[src/rtl/video_timing_pattern_gen.sv]
// Parametrised video timing and test-pattern generator for the HDMI transmitter.
// Derives a pixel tick from clock_50, runs h/v raster counters and registers
// sync, data-enable, coordinates and RGB one pixel after the counter state.
module video_timing_pattern_gen #(
   parameter int unsigned H_ACTIVE   = 640,
   parameter int unsigned H_FP       = 16,
   parameter int unsigned H_SYNC     = 96,
   parameter int unsigned H_BP       = 48,
   parameter int unsigned V_ACTIVE   = 480,
   parameter int unsigned V_FP       = 10,
   parameter int unsigned V_SYNC     = 2,
   parameter int unsigned V_BP       = 33,
   parameter logic        HS_POL     = 1'b0,
   parameter logic        VS_POL     = 1'b0,
   parameter int unsigned CLK_DIV    = 2,
   parameter int unsigned CHECK_LOG2 = 4
) (
   input  logic        clock_50,
   input  logic        reset,
   input  logic [1:0]  mode,
   input  logic [23:0] solid_color,
   output logic        pixel_clock,
   output logic        data_enable,
   output logic        horz_sync,
   output logic        vert_sync,
   output logic [7:0]  red,
   output logic [7:0]  green,
   output logic [7:0]  blue,
   output logic [11:0] pixel_x,
   output logic [11:0] pixel_y,
   output logic        frame_start
);

   localparam int unsigned CW       = 12;
   localparam int unsigned DW       = $clog2(CLK_DIV);
   localparam int unsigned H_TOTAL  = H_ACTIVE + H_FP + H_SYNC + H_BP;
   localparam int unsigned V_TOTAL  = V_ACTIVE + V_FP + V_SYNC + V_BP;
   localparam int unsigned H_SYNC_S = H_ACTIVE + H_FP;
   localparam int unsigned H_SYNC_E = H_SYNC_S + H_SYNC;
   localparam int unsigned V_SYNC_S = V_ACTIVE + V_FP;
   localparam int unsigned V_SYNC_E = V_SYNC_S + V_SYNC;
   localparam int unsigned BAR_W    = H_ACTIVE / 8;

   logic [DW-1:0] r_div;
   logic          r_pclk;
   logic [CW-1:0] r_h;
   logic [CW-1:0] r_v;
   logic [CW-1:0] r_bar_cnt;
   logic [2:0]    r_bar_idx;
   logic [1:0]    r_mode;
   logic [23:0]   r_solid;
   logic          r_de;
   logic          r_hs;
   logic          r_vs;
   logic [23:0]   r_rgb;
   logic [CW-1:0] r_px;
   logic [CW-1:0] r_py;
   logic          r_fs;

   logic [DW-1:0] w_div_next;
   logic          w_tick;
   logic          w_h_wrap;
   logic          w_first;
   logic          w_de;
   logic          w_hs;
   logic          w_vs;
   logic [1:0]    w_mode;
   logic [23:0]   w_solid;
   logic [23:0]   w_rgb;

   assign w_div_next = (r_div == DW'(CLK_DIV - 1)) ? '0 : r_div + DW'(1);
   assign w_tick     = (r_div == DW'(CLK_DIV - 1));
   assign w_h_wrap   = (r_h == CW'(H_TOTAL - 1));

   // Raster decode and pattern selection from the pre-increment counters
   always_comb begin
      w_first = (r_h == '0) && (r_v == '0);
      w_de    = (r_h < CW'(H_ACTIVE)) && (r_v < CW'(V_ACTIVE));
      w_hs    = ((r_h >= CW'(H_SYNC_S)) && (r_h < CW'(H_SYNC_E))) ? HS_POL : ~HS_POL;
      w_vs    = ((r_v >= CW'(V_SYNC_S)) && (r_v < CW'(V_SYNC_E))) ? VS_POL : ~VS_POL;
      w_mode  = w_first ? mode : r_mode;
      w_solid = w_first ? solid_color : r_solid;
      w_rgb   = 24'h000000;
      if (w_de) begin
         case (w_mode)
            2'd0: w_rgb = w_solid;
            2'd1: begin
               case (r_bar_idx)
                  3'd0:    w_rgb = 24'hFFFFFF;
                  3'd1:    w_rgb = 24'hFFFF00;
                  3'd2:    w_rgb = 24'h00FFFF;
                  3'd3:    w_rgb = 24'h00FF00;
                  3'd4:    w_rgb = 24'hFF00FF;
                  3'd5:    w_rgb = 24'hFF0000;
                  3'd6:    w_rgb = 24'h0000FF;
                  default: w_rgb = 24'h000000;
               endcase
            end
            2'd2:    w_rgb = (r_h[CHECK_LOG2] ^ r_v[CHECK_LOG2]) ? 24'h000000 : 24'hFFFFFF;
            default: w_rgb = {r_h[7:0], r_h[7:0], r_h[7:0]};
         endcase
      end
   end

   // Clock divider: pixel tick and the pixel_clock pin, low for the first half of the period
   always_ff @(posedge clock_50) begin
      if (reset) begin
         r_div  <= '0;
         r_pclk <= 1'b0;
      end else begin
         r_div  <= w_div_next;
         r_pclk <= (w_div_next >= DW'(CLK_DIV / 2));
      end
   end

   // Horizontal and vertical raster counters
   always_ff @(posedge clock_50) begin
      if (reset) begin
         r_h <= '0;
         r_v <= '0;
      end else if (w_tick) begin
         if (w_h_wrap) begin
            r_h <= '0;
            r_v <= (r_v == CW'(V_TOTAL - 1)) ? '0 : r_v + CW'(1);
         end else begin
            r_h <= r_h + CW'(1);
         end
      end
   end

   // Colour-bar index tracks h/BAR_W by counting, saturating at the last bar
   always_ff @(posedge clock_50) begin
      if (reset) begin
         r_bar_cnt <= '0;
         r_bar_idx <= '0;
      end else if (w_tick) begin
         if (w_h_wrap) begin
            r_bar_cnt <= '0;
            r_bar_idx <= '0;
         end else if (r_bar_cnt == CW'(BAR_W - 1)) begin
            r_bar_cnt <= '0;
            if (r_bar_idx != 3'd7) r_bar_idx <= r_bar_idx + 3'd1;
         end else begin
            r_bar_cnt <= r_bar_cnt + CW'(1);
         end
      end
   end

   // Pattern controls are held for a whole frame, refreshed at pixel (0,0)
   always_ff @(posedge clock_50) begin
      if (reset) begin
         r_mode  <= '0;
         r_solid <= '0;
      end else if (w_tick && w_first) begin
         r_mode  <= mode;
         r_solid <= solid_color;
      end
   end

   // Output stage: one pixel of latency, all signals aligned
   always_ff @(posedge clock_50) begin
      if (reset) begin
         r_de  <= 1'b0;
         r_hs  <= ~HS_POL;
         r_vs  <= ~VS_POL;
         r_rgb <= '0;
         r_px  <= '0;
         r_py  <= '0;
         r_fs  <= 1'b0;
      end else if (w_tick) begin
         r_de  <= w_de;
         r_hs  <= w_hs;
         r_vs  <= w_vs;
         r_rgb <= w_rgb;
         r_px  <= r_h;
         r_py  <= r_v;
         r_fs  <= w_first;
      end
   end

   assign pixel_clock = r_pclk;
   assign data_enable = r_de;
   assign horz_sync   = r_hs;
   assign vert_sync   = r_vs;
   assign red         = r_rgb[23:16];
   assign green       = r_rgb[15:8];
   assign blue        = r_rgb[7:0];
   assign pixel_x     = r_px;
   assign pixel_y     = r_py;
   assign frame_start = r_fs;

endmodule

[config.mk]
export PLATFORM = sky130hd
export DESIGN_NAME = video_timing_pattern_gen
export DESIGN_NICKNAME = d
export VERILOG_FILES = /design/src/rtl/video_timing_pattern_gen.sv
export SDC_FILE = /design/constraint.sdc
export NUM_CORES = 1
export LEC_CHECK = 0
export ABC_AREA = 1
export CORE_ASPECT_RATIO = 1.5
export CORE_MARGIN = 2
export CORE_UTILIZATION = 45
export CTS_CLUSTER_DIAMETER = 100
export DETAILED_ROUTE_END_ITERATION = 10
export GPL_ROUTABILITY_DRIVEN = 0
export GPL_TIMING_DRIVEN = 0
export PLACE_DENSITY = 0.72
export SLEW_MARGIN = 5
export SYNTH_ARGS = -nofsm -noshare
export SYNTH_HDL_FRONTEND = slang
export SYNTH_SLANG_ARGS = --single-unit
[constraint.sdc]
create_clock -name clock_50 -period 2 [get_ports clock_50]
set_input_delay 0.4 -clock clock_50 [delete_from_list [all_inputs] [get_ports clock_50]]
set_output_delay 0.4 -clock clock_50 [all_outputs]
set_load 0.01 [all_outputs]
Yosys cells after proc, flatten, opt, wreduce, memory -nomap -nowiden:

Index checks and enable logic that the tools add are counted.

* reduce and logical (&&, ||, !) cells: 13
* $add $sub $neg: 5
* bitwise operators: 1
* equality and inequality tests: 12
* $lt $le $gt $ge: 7
* muxes and demuxes: 16

Operator list (count)
* $pmux 24 s7: 1
* $mux 24: 3
* $pmux 24 s3: 1
* $mux 12: 4
* $add 12x1->12 const B: 3
* $eq 12x10->1 const B: 2
* $logic_not 12->1: 2
* $lt 12x10->1 const B: 2
* $lt 12x9->1 const B: 2
* $eq 12x7->1 const B: 1
* $ge 12x10->1 const B: 1
* $ge 12x9->1 const B: 1
* $eq 3x3->1 const B: 3
* $mux 3: 3
* $eq 3x2->1 const B: 2
* $logic_and 1x1->1: 5
* $reduce_bool 2->1: 2
* $add 3x1->3 const B: 1
* $eq 3x1->1 const B: 1
* $logic_not 3->1: 1
* $mux 1: 3
* $ne 3x3->1 const B: 1
* $reduce_and 3->1: 1
* $eq 2x1->1 const B: 1
* other kinds (7): 7

* bits of input ports: 28
* word-level logic and storage cells: 69
* output and inout bits: 53
* register bits: 119

Depth between registers and ports, before layout:

Gate-level depths: netlist of run 1.

* depth after elaboration: 6
* depth in mapped cells: 15
* depth with buffers taken out: 15

Worst setup path before layout of run 1:

No wires, ideal clock.

* path kind: register to register
* from: register r_v[0]
* to: register r_rgb[10]
* stages on the path, launching flop included: 15
* path buffers: 1
* period minus slack after synthesis: 1880 ps
* required time: 1884 ps
* setup slack: 120 ps
* data arrival time: 1764 ps
* path through: dfxtp_1 > inv_1 > ha_1 > inv_1 > nor2_1 > nand2_2 > nor2_8 > nand3_4 > nand2_1 > o21ai_4 > buf_6 > nand3_1 > nand2_2 > o21ai_1 > nand2_1

* word-level cells in the longest chain between the ends: 6

RTL lines
* from (decl): RTL line 47 `logic [CW-1:0] r_v;`
* from (signal assigned): RTL line 124 `r_v <= (r_v == CW'(V_TOTAL - 1)) ? '0 : r_v + CW'(1);`
* $logic_not 12->1: RTL line 77 `w_first = (r_h == '0) && (r_v == '0);`
* $logic_and 1x1->1: RTL line 77
* $mux 2: RTL line 81 `w_mode = w_first ? mode : r_mode;`
* $eq 2x2->1 (tied with other cells): RTL line 85 `case (w_mode)`
* $pmux 24 s3: RTL line 85
* $mux 24 (*): RTL line 84 `if (w_de) begin`
* to (signal assigned): RTL line 174 `r_rgb <= w_rgb;`
* to (decl): RTL line 55 `logic [23:0] r_rgb;`

Mark *: on every way between the ends. The rest lies on a longest branch, timed or not.
A chain may end at the register's enable or synchronous reset.

Worst setup path in the final report of run 1:

* from: register r_v[0]
* to: register r_rgb[5]

The elaborated chain is that of the path after synthesis.

==> results.txt, run 1 <==
clock-pin slew on the worst setup and hold paths - 0.05 ns
startpoint types - flop
CP Class - reg2reg
Skew-Pair Late Insertion Delay - 0.42 ns
HPWL after detailed placement - 12200 um
share of post-route cells with drive strength above 1 - 17.4%
initial antenna violation count - 0
root buf cell - clkbuf_16
Post-Synthesis Cells - 811
antenna cells - 0
DR pass1 iterations - 6
final hold vios - 0
Crit. End Element - flop
CP Launch Point - r_v[0]
synthesized area per cell - 7.00 sq um
initial DRC count - 360
Netlist cell types - 43
min-delay src - r_rgb[17]
synthesis-to-finish area growth - 37.5%
Ports - 81
Worst slew margin - 59.8%
Mapped Area - 5680 sq um
WP data required - 2.31 ns
H-tree depth - 4
Routed Wire Length - 17600 um
EDFF count, synth - 0
TritonCTS buffer count - 17
core area - 12400 sq um
Least-Margin Pin Slew - 0.599 ns
# hold bufs at CTS - 0
DIE WIDTH - 95.7 um
Tmin final - 2.09 ns
Die Ht - 142 um
Tcrit/Tclk final - 105%
drt wl/cell - 16.1 um
total power per unit cell area - 862 nW/um^2
outcome - finished with violations
Remaining Overflow, GRT - 0
post-route cell area - 7810 sq um
Max-Cap Viols - 0
post-route setup TNS - -1.27 ns
Post-Place Cell Area - 6670 sq um
register area share after synthesis - 41.6%
filler cell count - 1079
DRC viols - 0
Async SR Flop Fraction - 0%
final worst setup slack - -0.0919 ns
Primary FF master, synth - dfxtp_1
Clock Sinks - 118
type of the tightest min-delay check - reg2reg
port bufs - 79
largest net degree at the start of global routing - 17
failing checks - setup timing
final-stage net count - 967
Pins Over Slew Limit - 0
Bufs on Longest Clock Path - 2
ANT nets after route - 0
worst hold slack - 0.448 ns
GRT Total Usage - 26.6%
row count - 50
die area - 13600 sq um
RSZ-0062 raised after global routing - yes
final setup fails - 26
Max Fclk - 478 MHz
worst-path maximum fanout - 7
CTS tree - yes
vias - 5948
Synth Register Bits - 118
WP data arrival - 2.40 ns
Worst VDD drop - 0.697 mV
vias in the first global route - 5599
Leak Pwr - 3.31 nW
clock skew - 0.00821 ns
first-pass GRT wire length - 27500 um
Syn. warnings - 0
syn_nets - 850
worst r2r src - r_v[0]
via density per instance - 5.42
Initial Util - 45.8%
[Yosys cell counts, types with 11 or more instances]
cell type | number | area share [%]
dfxtp_1 | 118 | 42
nand4_1 | 30 | 3.3
xor2_1 | 11 | 1.7
inv_1 | 59 | 3.9
nand3_1 | 65 | 5.7
nor2_1 | 87 | 5.8
a21oi_1 | 18 | 1.6
nor3_1 | 11 | 0.97
o21ai_0 | 58 | 5.1
nand2_1 | 232 | 15
ha_1 | 11 | 2.4
clkbuf_1 | 22 | 1.5
o21ai_1 | 25 | 2.2
[flip-flops by register name, summed over array words and instances, names as in the netlist, 2 cells and up]
| register | flops |
|---|---|
| r_rgb | 24 |
| r_solid | 24 |
| pixel_x | 12 |
| pixel_y | 12 |
| r_bar_cnt | 12 |
| r_h | 12 |
| r_v | 12 |
| r_bar_idx | 3 |
| r_mode | 2 |
[critical path: stages (launching register included)]
cell and delay (ns):
dfxtp_2 0.32, inv_2 0.08, ha_4 0.14, inv_2 0.04, nor2_4 0.12, nand2_4 0.08
nor2_8 0.17, nand3_4 0.17, o21ai_4 0.28, buf_6 0.19, nand3_4 0.09, nand2_2 0.10
inv_4 0.05, o21ai_1 0.08, nand2_1 0.06
[area by class of cell]
class,count,area [sq um],area share [%]
multi-input cells,595,3240,41.5
clock inverters,9,100,1.28
repair buffers,102,981,12.6
flip-flops and latches,118,2370,30.3
well taps,156,195,2.50
clock buffers,23,478,6.12
plain buffers,31,194,2.48
inverters,63,251,3.22
[report_power, final]
group	total (W)	internal (W)	switching, W
logic	0.00120	0.000480	0.000722
clock network	0.00298	0.00192	0.00106
registers	0.00254	0.00247	0.0000718
[per-stage QoR]
stage / worst slack [ns] / util [%] / power (W) / cells
detailed placement: -0.361 / 53.8 / 0.00353 / 1046
floorplan: 0.120 / - / 0.00314 / 811
CTS: -0.0377 / 62.2 / 0.00670 / 1092
global placement: -0.303 / 53.8 / 0.00352 / 1046
global route: -0.192 / 63.0 / 0.00695 / 1097
finish: -0.0919 / 63.0 / 0.00673 / 1097
[cells in the final DEF (no fill, tap or decap), drive strengths merged]
cell	netlist	layout
ha	11	11
or2	2	2
inv	62	62
nand2	239	239
a31oi	1	1
nand3	68	68
o211a	1	1
a21oi	18	18
buf	13	36
o21ai	84	84
clkinvlp	0	2
nor2	93	93
a2111oi	1	1
o32ai	1	1
bufinv	0	2
nor3	12	12
clkbuf	22	41
or3	1	1
nor3b	4	4
a211oi	4	4
o21bai	1	1
nor4	4	4
clkinv	1	6
xor2	11	11
nand4	31	31
o21a	2	2
xnor2	3	3
clkdlybuf4s50	0	79
o22ai	2	2
a221oi	1	1
dfxtp	118	118
[path summary, 6_finish.rpt]
kind / end / slack [ns] / cells after the start
max reg2reg: r_rgb[5] / -0.09 / 14
min: r_rgb[17] / 0.45 / 2
min reg2reg: r_rgb[17] / 0.45 / 2
max: r_rgb[5] / -0.09 / 14
[repair_timing]
| item | in CTS | in global routing |
|---|---|---|
| setup buffers | 16 | 5 |
| gates cloned | 2 | 0 |
| endpoints found under the setup margin | 57 | 65 |
| pin swaps | 26 | 11 |
| resized for setup | 100 | 25 |
| endpoints found under the hold margin | 0 | 0 |
[logic make-up (layout without fill, tap and decap cells)]
group / after synthesis / count (layout) / share of synthesized area (%)
AND/OR/NAND/NOR: 454 / 454 / 35.6
flip-flops: 118 / 118 / 41.6
AO/OA/AOI/OAI: 116 / 116 / 11.1
buffers and inverters: 98 / 228 / 7.09
XOR/XNOR: 14 / 14 / 2.16
adder cells (fa/ha/maj): 11 / 11 / 2.42
[metal layers]
metal  vias up  GRT usage, %  share of wire [%]
met5         -             0                  0
met4         0          14.1                4.5
met3        56          5.47                4.4
met2       219          48.8                 54
met1      2752          27.4                 37
li1       2921             -                  -
Note: power is estimated with default switching activity, not from simulation.
==> inputs of run 2 (changes only) <==
--- a/config.mk
+++ b/config.mk
@@ -6,14 +6,16 @@
 export NUM_CORES = 1
 export LEC_CHECK = 0
 export ABC_AREA = 1
+export CELL_PAD_IN_SITES_DETAIL_PLACEMENT = 0
+export CELL_PAD_IN_SITES_GLOBAL_PLACEMENT = 2
 export CORE_ASPECT_RATIO = 1.5
 export CORE_MARGIN = 2
-export CORE_UTILIZATION = 45
+export CORE_UTILIZATION = 30
 export CTS_CLUSTER_DIAMETER = 100
 export DETAILED_ROUTE_END_ITERATION = 10
 export GPL_ROUTABILITY_DRIVEN = 0
 export GPL_TIMING_DRIVEN = 0
-export PLACE_DENSITY = 0.72
+export PLACE_DENSITY = 0.83
 export SLEW_MARGIN = 5
 export SYNTH_ARGS = -nofsm -noshare
 export SYNTH_HDL_FRONTEND = slang
==> results.txt, run 2 (synthesized netlist as in run 1, its figures left out) <==
GRT Total Usage - 20.6% (was 26.6%)
core area - 18500 sq um (was 12400 sq um)
filler cell count - 1954 (was 1079)
total power per unit cell area - 836 nW/um^2 (was 862 nW/um^2)
multi-input logic area - 3380 sq um (was 3240 sq um)
row count - 61 (was 50)
Worst slew margin - 59.3% (was 59.8%)
CP cell instances - inv_2 -> ha_4 -> inv_2 -> nor2_4 -> nand2_4 -> nor2_8 -> nand3_4 -> nand2_2 -> o21ai_4 -> buf_6 -> nand2_8 -> buf_8 -> nand2_4 -> o21ai_4 -> nand2_1 (was inv_2 -> ha_4 -> inv_2 -> nor2_4 -> nand2_4 -> nor2_8 -> nand3_4 -> o21ai_4 -> buf_6 -> nand3_4 -> nand2_2 -> inv_4 -> o21ai_1 -> nand2_1)
worst hold slack - 0.387 ns (was 0.448 ns)
Register Area - 2370 sq um (about the same)
initial antenna violation count - 0 (unchanged)
Clock Sinks - 118 (unchanged)
Bufs on Longest Clock Path - 2 (unchanged)
Tmin final - 2.04 ns (was 2.09 ns)
Tcrit/Tclk final - 102% (was 105%)
Least-Margin Pin Slew - 0.606 ns (was 0.599 ns)
clock skew - 0.00987 ns (was 0.00821 ns)
share of post-route cells with drive strength above 1 - 21.8% (was 17.4%)
Max Fclk - 491 MHz (was 478 MHz)
Final Total Pwr - 0.00686 W (was 0.00673 W)
Crit. End Element - flop (unchanged)
via density per instance - 4.76 (was 5.42)
most frequent cells in the layout - nand2_1 (205), dfxtp_1 (114), clkdlybuf4s50_1 (79) (was nand2_1 (219), dfxtp_1 (113), nor2_1 (79), clkdlybuf4s50_1 (79), nand3_1 (58))
DR pass1 iterations - 4 (was 6)
Leak Pwr - 3.42 nW (was 3.31 nW)
final worst setup slack - -0.0385 ns (was -0.0919 ns)
DRC viols - 0 (unchanged)
Max-Cap Viols - 0 (unchanged)
synthesis-to-finish area growth - 44.4% (was 37.5%)
most common cell after layout, fill and taps aside - nand2_1 (unchanged)
WP data required - 2.31 ns (about the same)
RSZ-0062 raised after global routing - yes (unchanged)
final-stage net count - 979 (was 967)
root buf cell - clkbuf_16 (unchanged)
startpoint types - flop (unchanged)
Ports - 81 (unchanged)
clock-pin slew on the worst setup and hold paths - 0.06 ns (was 0.05 ns)
final setup fails - 15 (was 26)
Remaining Overflow, GRT - 0 (unchanged)
DIE WIDTH - 116 um (was 95.7 um)
CP Class - reg2reg (unchanged)
drt wl/cell - 16.4 um (was 16.1 um)
Routed Wire Length - 19700 um (was 17600 um)
worst-path maximum fanout - 8 (was 7)
Die Ht - 173 um (was 142 um)
post-route setup TNS - -0.258 ns (was -1.27 ns)
initial DRC count - 276 (was 360)
# hold bufs at CTS - 0 (unchanged)
Skew-Pair Late Insertion Delay - 0.42 ns (about the same)
failing checks - setup timing (unchanged)
Worst VDD drop - 0.396 mV (was 0.697 mV)
final hold vios - 0 (unchanged)
vias - 5730 (was 5948)
WP data arrival - 2.35 ns (was 2.40 ns)
die area - 20100 sq um (was 13600 sq um)
H-tree depth - 4 (unchanged)
TritonCTS buffer count - 17 (unchanged)
outcome - finished with violations (unchanged)
type of the tightest min-delay check - in2reg (was reg2reg)
antenna cells - 0 (unchanged)
crit-path max cell delay - 0.32 ns (about the same)
port bufs - 79 (unchanged)
HPWL after detailed placement - 14400 um (was 12200 um)
Pins Over Slew Limit - 0 (unchanged)
slowest stage cell, crit path - dfxtp_2 (unchanged)
largest net degree at the start of global routing - 17 (unchanged)
vias in the first global route - 5777 (was 5599)
top flop regs - r_rgb x24, r_solid x24 (unchanged)
Initial Util - 30.6% (was 45.8%)
CTS tree - yes (unchanged)
first-pass GRT wire length - 31500 um (was 27500 um)
ANT nets after route - 0 (unchanged)
[run 2: final timing paths]
path / start / cells past startpoint / end / slack, ns
setup / recovery: r_v[1] / 15 / r_rgb[13] / -0.04
hold / removal: reset / 2 / r_v[11] / 0.39
setup reg to reg: r_v[1] / 15 / r_rgb[13] / -0.04
hold reg to reg: r_rgb[9] / 2 / r_rgb[9] / 0.45
[run 2: metrics by stage]
step                      area [sq um]  util [%]  instances  setup WS (ns)
final                             8200      44.2       1205        -0.0385
after global routing              8200      44.2       1205         -0.125
after CTS                         8040      43.3       1200        -0.0532
after detailed placement          6790      36.6       1142         -0.603
after global placement            6790      36.6       1142         -0.634
after floorplan                   5680         -        811          0.120
[run 2: metal layers]
layer  up-vias  GRT usage (%)  wire [um]
met3        35           3.28        490
met2       119           38.6      10800
li1       2937              -          -
met4         0           8.33        592
met5         -              0          0
met1      2639           22.2       7860
[run 2: area by class of cell]
type	count	share of cell area, %
buffer	33	2.61
clock buffer	24	6.12
clock inverter	8	0.870
inverter	63	3.07
multi-input combinational	596	41.2
sequential	118	28.9
tap	252	3.84
timing repair buffer	111	13.5
[run 2: repair_timing]
action,4_1_cts,5_1_grt
endpoints found under the setup margin,60,87
cloned,5,0
hold endpoints to repair,0,0
setup buffers,23,5
resized for setup,130,47
pin swaps,64,12
[run 2: critical path: cells and delay by family (launching register included)]
| kind | cells | cell delay, ns |
|---|---|---|
| adder cells (fa/ha/maj) | 1 | 0.14 |
| AO/OA/AOI/OAI | 2 | 0.24 |
| buffers and inverters | 4 | 0.39 |
| flip-flops | 1 | 0.32 |
| AND/OR/NAND/NOR | 8 | 0.84 |
[run 2: power by group]
| group | internal [W] | switching [W] |
|---|---|---|
| sequential | 0.00247 | 0.0000705 |
| combinational | 0.000556 | 0.000785 |
| clock | 0.00186 | 0.00111 |
